$ cat config.mk
export PLATFORM = sky130hd
export DESIGN_NAME = instr_fetch_unit
export DESIGN_NICKNAME = d
export VERILOG_FILES = /design/src/rtl/cpu_pkg.sv /design/src/rtl/instr_fetch_unit_fifo.sv /design/src/rtl/instr_fetch_unit.sv
export SDC_FILE = /design/constraint.sdc
export NUM_CORES = 1
export LEC_CHECK = 0
export ABC_AREA = 1
export BUFFER_PORTS_ARGS = -buffer_cell sky130_fd_sc_hd__buf_4
export CAP_MARGIN = 10
export CORE_MARGIN = 5
export CORE_UTILIZATION = 56
export CTS_BUF_LIST = sky130_fd_sc_hd__clkbuf_16
export DETAILED_ROUTE_END_ITERATION = 16
export PLACE_DENSITY_LB_ADDON = 0.2
export SLEW_MARGIN = 20
export SYNTH_ARGS = -nofsm -noshare
export SYNTH_HDL_FRONTEND = slang
export SYNTH_HIERARCHICAL = 1
export SYNTH_SLANG_ARGS = --single-unit
$ cat constraint.sdc
create_clock -name Clock -period 4.32 [get_ports Clock]
set_input_delay 0.648 -clock Clock [delete_from_list [all_inputs] [get_ports Clock]]
set_output_delay 0.648 -clock Clock [all_outputs]
set_load 0.01 [all_outputs]
$ cat src/rtl/cpu_pkg.sv
// Shared definitions for the 16-bit CPU front end.
//   INSTR_W / ADDR_W : instruction word and byte-address widths
//   OPCODE_W / OPCODE_MSB : location of the opcode field consumed by the CU
//   fetch_state_t : fetch sequencer states
package cpu_pkg;

    localparam int INSTR_W    = 16;
    localparam int ADDR_W     = 16;
    localparam int OPCODE_W   = 4;
    localparam int OPCODE_MSB = 15;

    // IDLE: no request outstanding
    // WAIT: request outstanding, its data will be kept
    // DROP: request outstanding, its data will be discarded (redirect happened)
    typedef enum logic [1:0] {
        IDLE,
        WAIT,
        DROP
    } fetch_state_t;

    function automatic logic [OPCODE_W-1:0] opcode_of(input logic [INSTR_W-1:0] instr);
        return instr[OPCODE_MSB -: OPCODE_W];
    endfunction

endpackage

$ cat src/rtl/instr_fetch_unit_fifo.sv
// fetch_fifo: synchronous prefetch buffer between the instruction memory
// interface and the decode stage.
//   clk, rst_n : clock, asynchronous active-low reset (pointers/count only)
//   push/wdata : write one entry (ignored when full or flushing)
//   pop        : retire the head entry (ignored when empty)
//   flush      : synchronous clear, wins over push and pop
//   rdata      : head entry, forced to zero while empty
//   empty      : no entries held
//   count      : number of entries held
module fetch_fifo #(
    parameter int WIDTH = 32,
    parameter int DEPTH = 2
) (
    input  logic                     clk,
    input  logic                     rst_n,
    input  logic                     push,
    input  logic [WIDTH-1:0]         wdata,
    input  logic                     pop,
    input  logic                     flush,
    output logic [WIDTH-1:0]         rdata,
    output logic                     empty,
    output logic [$clog2(DEPTH):0]   count
);

    localparam int AW = $clog2(DEPTH);
    localparam int CW = AW + 1;
    localparam logic [CW-1:0] DEPTH_C = CW'(DEPTH);

    logic [WIDTH-1:0] mem [DEPTH];
    logic [AW-1:0]    wr_ptr;
    logic [AW-1:0]    rd_ptr;
    logic             push_ok;
    logic             pop_ok;

    assign empty   = (count == '0);
    assign push_ok = push & (count != DEPTH_C);
    assign pop_ok  = pop & ~empty;
    // Zero while empty so the decode-side outputs read 0 after reset
    // without having to reset the storage itself.
    assign rdata   = empty ? '0 : mem[rd_ptr];

    always_ff @(posedge clk or negedge rst_n) begin
        if (!rst_n) begin
            wr_ptr <= '0;
            rd_ptr <= '0;
            count  <= '0;
        end else if (flush) begin
            wr_ptr <= '0;
            rd_ptr <= '0;
            count  <= '0;
        end else begin
            if (push_ok) wr_ptr <= wr_ptr + AW'(1);
            if (pop_ok)  rd_ptr <= rd_ptr + AW'(1);
            count <= count + CW'(push_ok) - CW'(pop_ok);
        end
    end

    always_ff @(posedge clk) begin
        if (push_ok && !flush) mem[wr_ptr] <= wdata;
    end

endmodule

$ cat src/rtl/instr_fetch_unit.sv
// instr_fetch_unit: CPU front end. Owns the PC, issues fetches to
// instruction memory, buffers returned words and presents them to decode.
//   Clock, Reset_n         : clock, asynchronous active-low reset
//   ImemReq/ImemAddr       : registered fetch request, held until ImemAck
//   ImemAck/ImemData       : memory accepts request, data valid same cycle
//   Redirect/RedirectPC    : taken branch/jump, flushes buffered and in-flight fetches
//   InstrValid/Instr/InstrPC : head of the prefetch buffer
//   InstrReady             : decode consumes the head this cycle
module instr_fetch_unit
    import cpu_pkg::*;
#(
    parameter logic [ADDR_W-1:0] RESET_PC   = 16'h0000,
    parameter int                FIFO_DEPTH = 2
) (
    input  logic               Clock,
    input  logic               Reset_n,
    output logic               ImemReq,
    output logic [ADDR_W-1:0]  ImemAddr,
    input  logic               ImemAck,
    input  logic [INSTR_W-1:0] ImemData,
    input  logic               Redirect,
    input  logic [ADDR_W-1:0]  RedirectPC,
    output logic               InstrValid,
    output logic [INSTR_W-1:0] Instr,
    output logic [ADDR_W-1:0]  InstrPC,
    input  logic               InstrReady
);

    localparam int CW = $clog2(FIFO_DEPTH) + 1;
    localparam logic [CW-1:0]     DEPTH_C    = CW'(FIFO_DEPTH);
    localparam logic [ADDR_W-1:0] ALIGN_MASK = {{(ADDR_W-1){1'b1}}, 1'b0};
    localparam logic [ADDR_W-1:0] PC_STEP    = ADDR_W'(2);

    fetch_state_t                 state_q;
    fetch_state_t                 state_d;
    logic [ADDR_W-1:0]            pc_q;
    logic [ADDR_W-1:0]            pc_d;
    logic                         req_d;
    logic [ADDR_W-1:0]            addr_d;
    logic [ADDR_W-1:0]            redirect_tgt;
    logic [CW-1:0]                count;
    logic [CW-1:0]                count_after;
    logic                         fifo_empty;
    logic                         push;
    logic                         pop;
    logic [ADDR_W+INSTR_W-1:0]    head;

    assign redirect_tgt = RedirectPC & ALIGN_MASK;
    assign pop          = InstrValid & InstrReady;
    // A redirect in the ack cycle turns the returning word into a wrong-path fetch.
    assign push         = (state_q == WAIT) & ImemAck & ~Redirect;
    assign count_after  = count + CW'(push) - CW'(pop);

    always_comb begin
        state_d = state_q;
        pc_d    = pc_q;
        req_d   = ImemReq;
        addr_d  = ImemAddr;
        case (state_q)
            IDLE: begin
                if (Redirect) begin
                    pc_d = redirect_tgt;
                end else if (count < DEPTH_C) begin
                    state_d = WAIT;
                    req_d   = 1'b1;
                    addr_d  = pc_q;
                end
            end
            WAIT: begin
                if (Redirect && ImemAck) begin
                    pc_d    = redirect_tgt;
                    state_d = IDLE;
                    req_d   = 1'b0;
                end else if (Redirect) begin
                    // The outstanding request cannot be withdrawn; let it finish and discard it.
                    pc_d    = redirect_tgt;
                    state_d = DROP;
                end else if (ImemAck) begin
                    pc_d = ImemAddr + PC_STEP;
                    if (count_after < DEPTH_C) begin
                        addr_d = ImemAddr + PC_STEP;
                    end else begin
                        state_d = IDLE;
                        req_d   = 1'b0;
                    end
                end
            end
            DROP: begin
                if (Redirect) pc_d = redirect_tgt;
                if (ImemAck) begin
                    state_d = IDLE;
                    req_d   = 1'b0;
                end
            end
            default: begin
                state_d = IDLE;
                req_d   = 1'b0;
            end
        endcase
    end

    always_ff @(posedge Clock or negedge Reset_n) begin
        if (!Reset_n) begin
            state_q  <= IDLE;
            pc_q     <= RESET_PC;
            ImemReq  <= 1'b0;
            ImemAddr <= RESET_PC;
        end else begin
            state_q  <= state_d;
            pc_q     <= pc_d;
            ImemReq  <= req_d;
            ImemAddr <= addr_d;
        end
    end

    fetch_fifo #(
        .WIDTH (ADDR_W + INSTR_W),
        .DEPTH (FIFO_DEPTH)
    ) u_fifo (
        .clk   (Clock),
        .rst_n (Reset_n),
        .push  (push),
        .wdata ({ImemAddr, ImemData}),
        .pop   (pop),
        .flush (Redirect),
        .rdata (head),
        .empty (fifo_empty),
        .count (count)
    );

    assign InstrValid = ~fifo_empty;
    assign InstrPC    = head[ADDR_W+INSTR_W-1:INSTR_W];
    assign Instr      = head[INSTR_W-1:0];

endmodule
==> metrics.md, run 1 <==
| Metric | Value |
|---|---|
| Status | `finished, final reports clean` |
| NetSw | `approximately 1.3 mW` |
| Max-slew violations | `0` |
| Flop and latch count out of synthesis | `between 100 and 150` |
| LEAKAGE | `2.57 nW` |
| Mean post-synth cell area | `9.72 um^2` |
| Max Freq | `about 390 MHz` |
| DR pass1 iterations | `5` |
| Commonest cells in the netlist | `nand2_1 (170), edfxtp_1 (64), nor2_1 (40)` |
| Dominant cell type by area after synthesis | `edfxtp_1` |
| Area Overhead vs Synth | `19.1%` |
| Top cell type's share of synthesized area | `0.385` |
| Post-CTS setup buffers | `0` |
| Maximum clock insertion buffer count | `2` |
| Top FF cell, synth | `edfxtp_1` |
| Sum Neg Setup Slack | `0 ns` |
| WL per Instance | `around 15 um` |
| DP HPWL | `7160 um` |
| Via count | `between 3000 and 4000` |
| Vias per cell | `5.35` |
| Gr usage total | `0.200` |
| Die Ht | `104 um` |
| I/O pin count | `87` |
| Sw Ratio | `0.372` |
| Ys async rst share | `0.379` |
| Share of cells above drive strength 1 | `0.282` |
| Diodes inserted | `0` |
| Starting Density | `0.572` |
| Post-CTS sizing | `0` |
| Top-count cell post-synth | `nand2_1` |
| Antenna Nets Post-Route | `0` |
| Initial antenna violation count | `0` |
| Top post-synthesis cells by area | `edfxtp_1 (39%), dfrtp_1 (20%), nand2_1 (13%)` |
| Chip width | `104 um` |
| CTS clock-pin slew for the worst setup and hold paths | `~0.07 ns` |
| Final hold violation count | `0` |
| Die ar. | `roughly 0.011 mm^2` |
| Gpl congestion | `0.871` |
| Final net count | `between 600 and 700` |
| Largest net degree at the start of global routing | `40` |
| First-pass GRT wire length | `around 18000 um` |
| Sequential share of power | `0.428` |
| Setup Viol. Count Final | `0` |
| Netlist cell types | `31` |
| Clock Power Share | `0.238` |
| Data arrival time of the worst path | `2.78 ns` |
| TritonCTS clock tree | `built` |
| Int Power | `2.15 mW` |
| Power density over the cells | `576 mW/mm^2` |
| Seq/Total Area, Yosys | `0.581` |
| Htree depth | `3` |
| Pwr Total | `roughly 3.4 mW` |
| Post-layout min period | `between 2 and 3 ns` |
| Initial DRC Count | `229` |
| Worst VDD drop | `between 0.3 and 0.4 mV` |
| Grt total ovfl | `0` |
| Worst Path Required | `about 4.6 ns` |
| Worst slew margin | `0.383` |
| Clk_lat worst skew | `0.34 ns` |
| Worst slew pin tran | `between 0.9 and 1 ns` |
| Post-Synthesis Cells | `approximately 510` |
| Vias in the first global route | `3647` |
| Gate power share | `0.334` |
| Synthesized net count | `554` |
| Synth warnings | `6` |
| Drt total wl | `around 11000 um` |
| CTS Root Cell | `clkbuf_16` |
| Final period util | `0.591` |
| Post-CTS Hold Buffers | `0` |
| Mapped Area | `0.00499 mm^2` |
| Post-synth EDFFs | `64` |
| Critical Path End Type | `register` |
| Max-cap violations | `0` |
| CTS sink cnt | `roughly 100` |
| CP Class | `input port to register` |
| Post-Route Skew | `~0.0065 ns` |
| Hold Crit Class | `input port to async pin` |
| CP Launch Type | `input port` |
| CP max FO | `21` |
| CORE AREA | `0.00872 mm^2` |
| DRC | `0` |
| Num CTS Buffers | `9` |
| Port Buf Inserts | `85` |
| Rows | `34` |
| RSZ-0062 raised after global routing | `false` |
layout make-up:
class                   count  area (um^2)
clock buffers               9          225
clock inverters             7         72.6
fillers                   658         2780
inverters                  43          163
multi-input cells         349         1790
flip-flops and latches    103         2900
well taps                 108          135
repair buffers             88          661
layout by cell type (no fill, tap or decap), drive strengths merged, types with 6 or more instances in the layout:
master  instances
nand3          32
a21oi          41
dfrtp          39
inv            44
buf            88
edfxtp         64
nor2           45
clkbuf          9
o21ai          27
nand4           6
nand2         180
per-layer routing:
layer  global-route usage  share of wire  vias up
met2                0.319           0.49      121
met3               0.0484          0.058       17
met4               0.0629          0.015        0
li1                     -              -     1853
met1                0.271           0.44     1794
met5                    0              0        -
power by group through the flow:
| stage | registers (mW) | logic (mW) | clock network, mW |
|---|---|---|---|
| after detailed placement | 1.48 | 1.14 | 0 |
| after global placement | 1.47 | 1.12 | 0 |
| final | 1.47 | 1.15 | 0.814 |
| after CTS | 1.46 | 1.15 | 0.824 |
| after floorplan | 1.45 | 0.784 | 0 |
| after global routing | 1.49 | 1.28 | 0.873 |
sequential cells by signal, summed over array words and instances (netlist names):
| signal | flops |
|---|---|
| state_q | 2 |
| ImemReq | 1 |
| ImemAddr | 16 |
| u_fifo/rd_ptr | 1 |
| u_fifo/count | 2 |
| pc_q | 16 |
| u_fifo/wr_ptr | 1 |
| u_fifo/mem | 64 |
kinds of logic after synthesis:
kind of cell	Yosys count	share of synthesized area
xor+xnor	5	0.00878
fa+ha+maj	4	0.0100
compound gates	74	0.108
simple gates	266	0.230
flops	103	0.581
buf+inv	61	0.0630
worst max-delay path, cell delays in order:
cell and delay [ns]:
buf_4 0.14, inv_2 0.09, nand2_2 0.14, nor2_1 0.16
nand2_1 0.09, ha_1 0.30, inv_1 0.07, nand4_1 0.09
nand2_1 0.11, nand2_2 0.06, nand2_2 0.45, inv_2 0.24
nand2_1 0.12, nand2_1 0.05
path summary, 6_finish.rpt:
kind	start	to	slack [ns]	cells past startpoint
setup / recovery	Redirect	ImemAddr[14]$_DFFE_PN0P_	1.77	14
hold / removal	Reset_n	state_q[1]$_DFFE_PN0P_	0.27	1
setup reg to reg	state_q[0]$_DFFE_PN0P_	ImemAddr[14]$_DFFE_PN0P_	1.88	12
hold reg to reg	ImemReq$_DFFE_PN0P_	ImemReq$_DFFE_PN0P_	0.48	2
max in group asynchronous	Reset_n	ImemAddr[12]$_DFFE_PN0P_	3.70	1
min in group Clock	ImemData[8]	u_fifo/mem[0][8]$_DFFE_PP_	0.48	1
stage by stage:
stage	hold slack (ns)	instance area, um^2	cells	utilization	setup slack [ns]
6_report	0.273	5940	707	0.681	1.77
3_5_place_dp	0.468	5640	691	0.647	1.46
5_1_grt	0.313	5940	707	0.681	1.58
4_1_cts	0.292	5940	707	0.681	1.79
3_3_place_gp	0.469	5640	691	0.647	1.52
2_1_floorplan	0.352	4990	513	-	0.464
Power figures use the tool's default switching activity.
==> inputs of run 2 (changes only) <==
clock period = 2.6 ns   (was 4.32 ns; I/O delays follow)
==> run 2 against run 1 <==
Compared with the run above: hold slack worse by 0.26 ns; wire length up 0.17%; sequential cell count unchanged; sequential power up 65%; design area grew 0.59%; final cell count up 0.28%; via count up 0.13%.
==> metrics.md, run 2 (same netlist as run 1, synthesis figures left out) <==
| Metric | Value |
|---|---|
| CTS Root Cell | `clkbuf_16` |
| Port Buf Inserts | `85 (unchanged)` |
| Most common cell after layout, fill and taps aside | `nand2_1` |
| Met1 Usage GRT | `0.277 (+0.00648)` |
| Initial antenna violation count | `0 (unchanged)` |
| DP HPWL | `7400 um (+3.3%)` |
| Clk_lat worst skew | `0.35 ns (about the same)` |
| CTS clock-pin slew for the worst setup and hold paths | `0.07 ns (about the same)` |
| Area Overhead vs Synth | `19.8%` |
| CP Depth | `4 (-10)` |
| Htree depth | `3 (unchanged)` |
| Most flop-heavy register | `u_fifo/mem` |
| LEAKAGE | `2.59 nW (+0.90%)` |
| Pwr Total | `5.69 mW (+66%)` |
| TritonCTS clock tree | `built` |
| Power density over the cells | `952 mW/mm^2 (+65%)` |
| Num CTS Buffers | `9 (unchanged)` |
| Most frequent cells in the layout | `nand2_1 (170), buf_4 (88), edfxtp_1 (64), dfrtp_1 (39), nor2_1 (39)` |
| CP bufs+invs | `2 (-2)` |
| Status | `finished, final reports clean` |
| Chip width | `104 um (unchanged)` |
| WL per Instance | `15.2 um (-0.12%)` |
| Gr usage total | `0.202 (+0.00249)` |
| DP Area | `0.00569 mm^2 (+0.82%)` |
| Max-slew violations | `0 (unchanged)` |
| Starting Density | `0.572 (unchanged)` |
| Worst hold margin | `0.0125 ns (-0.261 ns)` |
| Biggest regs | `u_fifo/mem (64), ImemAddr (16), pc_q (16)` |
| Post-CTS Hold Buffers | `0 (unchanged)` |
| Via count | `3790 (+0.13%)` |
| Final hold violation count | `0 (unchanged)` |
| Worst slew pin tran | `0.682 ns (-0.242 ns)` |
| Met3 Resource Use GR | `0.0329 (-0.0155)` |
| Post-CTS sizing | `0 (unchanged)` |
| CP Launch Type | `register` |
| Placed Cells | `693 (+0.29%)` |
| Vias in the first global route | `3711 (+1.8%)` |
| CP cell instances | `clkinv_2 -> nand2_1 -> a21oi_2 -> buf_4` |
| Drt total wl | `10800 um (+0.17%)` |
| Worst Path Required | `2.21 ns (-2.34 ns)` |
| Gr busiest metal | `met2` |
| Max Freq | `432 MHz` |
| Final period util | `0.891` |
| Setup Viol. Count Final | `0 (unchanged)` |
| Gpl congestion | `0.851 (-2.4%)` |
| CP max FO | `32 (+52%)` |
| Max-cap violations | `0 (unchanged)` |
| Post-Route Skew | `0.00877 ns (+0.00230 ns)` |
| Hold Crit Class | `input port to async pin` |
| Share of cells above drive strength 1 | `0.285 (+0.00239)` |
| CORE AREA | `0.00872 mm^2 (unchanged)` |
| Slowest stage delay, CP | `0.58 ns (+0.13 ns)` |
| Final net count | `637 (+0.31%)` |
| DR pass1 iterations | `8 (+3)` |
| Post-layout min period | `between 2 and 2.5 ns` |
| Fin area | `0.00598 mm^2 (+0.59%)` |
| DRC | `0 (unchanged)` |
| Worst VDD drop | `0.502 mV (+65%)` |
| CP Class | `register to output pin` |
| Post-CTS setup buffers | `0 (unchanged)` |
| Data arrival time of the worst path | `1.93 ns (-0.85 ns)` |
| CTS sink cnt | `103 (unchanged)` |
| Grt total ovfl | `0 (unchanged)` |
| Worst slew margin | `0.545 (+0.162)` |
| Critical Path End Type | `output pin` |
| CP max stage cell | `dfrtp_1` |
| Rows | `34 (unchanged)` |
| Grt met2 use | `0.324 (+0.00498)` |
| Die Ht | `104 um (unchanged)` |
| Largest delay contributor family on the critical path | `buffers and inverters` |
| Initial DRC Count | `248 (+8.3%)` |
| R2R cell count | `12 (unchanged)` |
| Vias per cell | `5.35 (-0.15%)` |
| Maximum clock insertion buffer count | `2 (unchanged)` |
| Sum Neg Setup Slack | `0 ns (unchanged)` |
| Largest register FFs | `64 (unchanged)` |
| Largest net degree at the start of global routing | `40 (unchanged)` |
| Diodes inserted | `0 (unchanged)` |
| Finished Layout Cells | `709 (+0.28%)` |
| RSZ-0062 raised after global routing | `false` |
| Antenna Nets Post-Route | `0 (unchanged)` |
| First-pass GRT wire length | `18000 um (+0.97%)` |
| Die ar. | `0.0109 mm^2 (unchanged)` |
| I/O pin count | `87 (unchanged)` |
run 2: cell types whose count changed in the layout (fill, tap and decap cells not counted), sizes merged:
cell      delta
clkinvlp     -1
clkinv       -2
buf          +2
inv          +4
bufinv       -1
run 2: metal layers:
| layer | routed length [um] | part of all wire |
|---|---|---|
| met5 | 0 | 0 |
| met4 | 249 | 0.023 |
| met3 | 628 | 0.058 |
| met2 | 5120 | 0.48 |
| met1 | 4770 | 0.44 |
run 2: area by class of cell:
cell class	instances	area [um^2]
clock buffers	9	225
clock inverters	7	61.3
fillers	673	2740
inverters	43	163
multi-input cells	349	1790
flip-flops and latches	103	2900
well taps	108	135
repair buffers	90	701
run 2: through the flow:
stage,utilization,setup WS [ns]
CTS,0.685,0.255
floorplan,-,0.411
detailed placement,0.653,0.276
global placement,0.653,0.353
finish,0.685,0.285
global route,0.685,0.140
run 2: worst paths after layout:
check	start	to	slack, ns
max reg2reg	state_q[0]$_DFFE_PN0P_	ImemAddr[1]$_DFFE_PN0P_	0.46
min in group Clock	ImemData[3]	u_fifo/mem[0][3]$_DFFE_PP_	0.23
min reg2reg	ImemReq$_DFFE_PN0P_	ImemReq$_DFFE_PN0P_	0.49
max	u_fifo/rd_ptr$_DFFE_PN0P_	InstrPC[3]	0.28
max in group asynchronous	Reset_n	ImemAddr[2]$_DFFE_PN0P_	2.24
min	Reset_n	pc_q[6]$_DFFE_PN0P_	0.01
run 2: where the power goes:
part	internal [mW]	total (mW)	leakage [nW]	switching, mW
sequential	2.10	2.43	1.06	0.332
clock	0.672	1.30	0.146	0.630
combinational	0.749	1.95	1.38	1.20
total	3.52	5.69	2.59	2.17
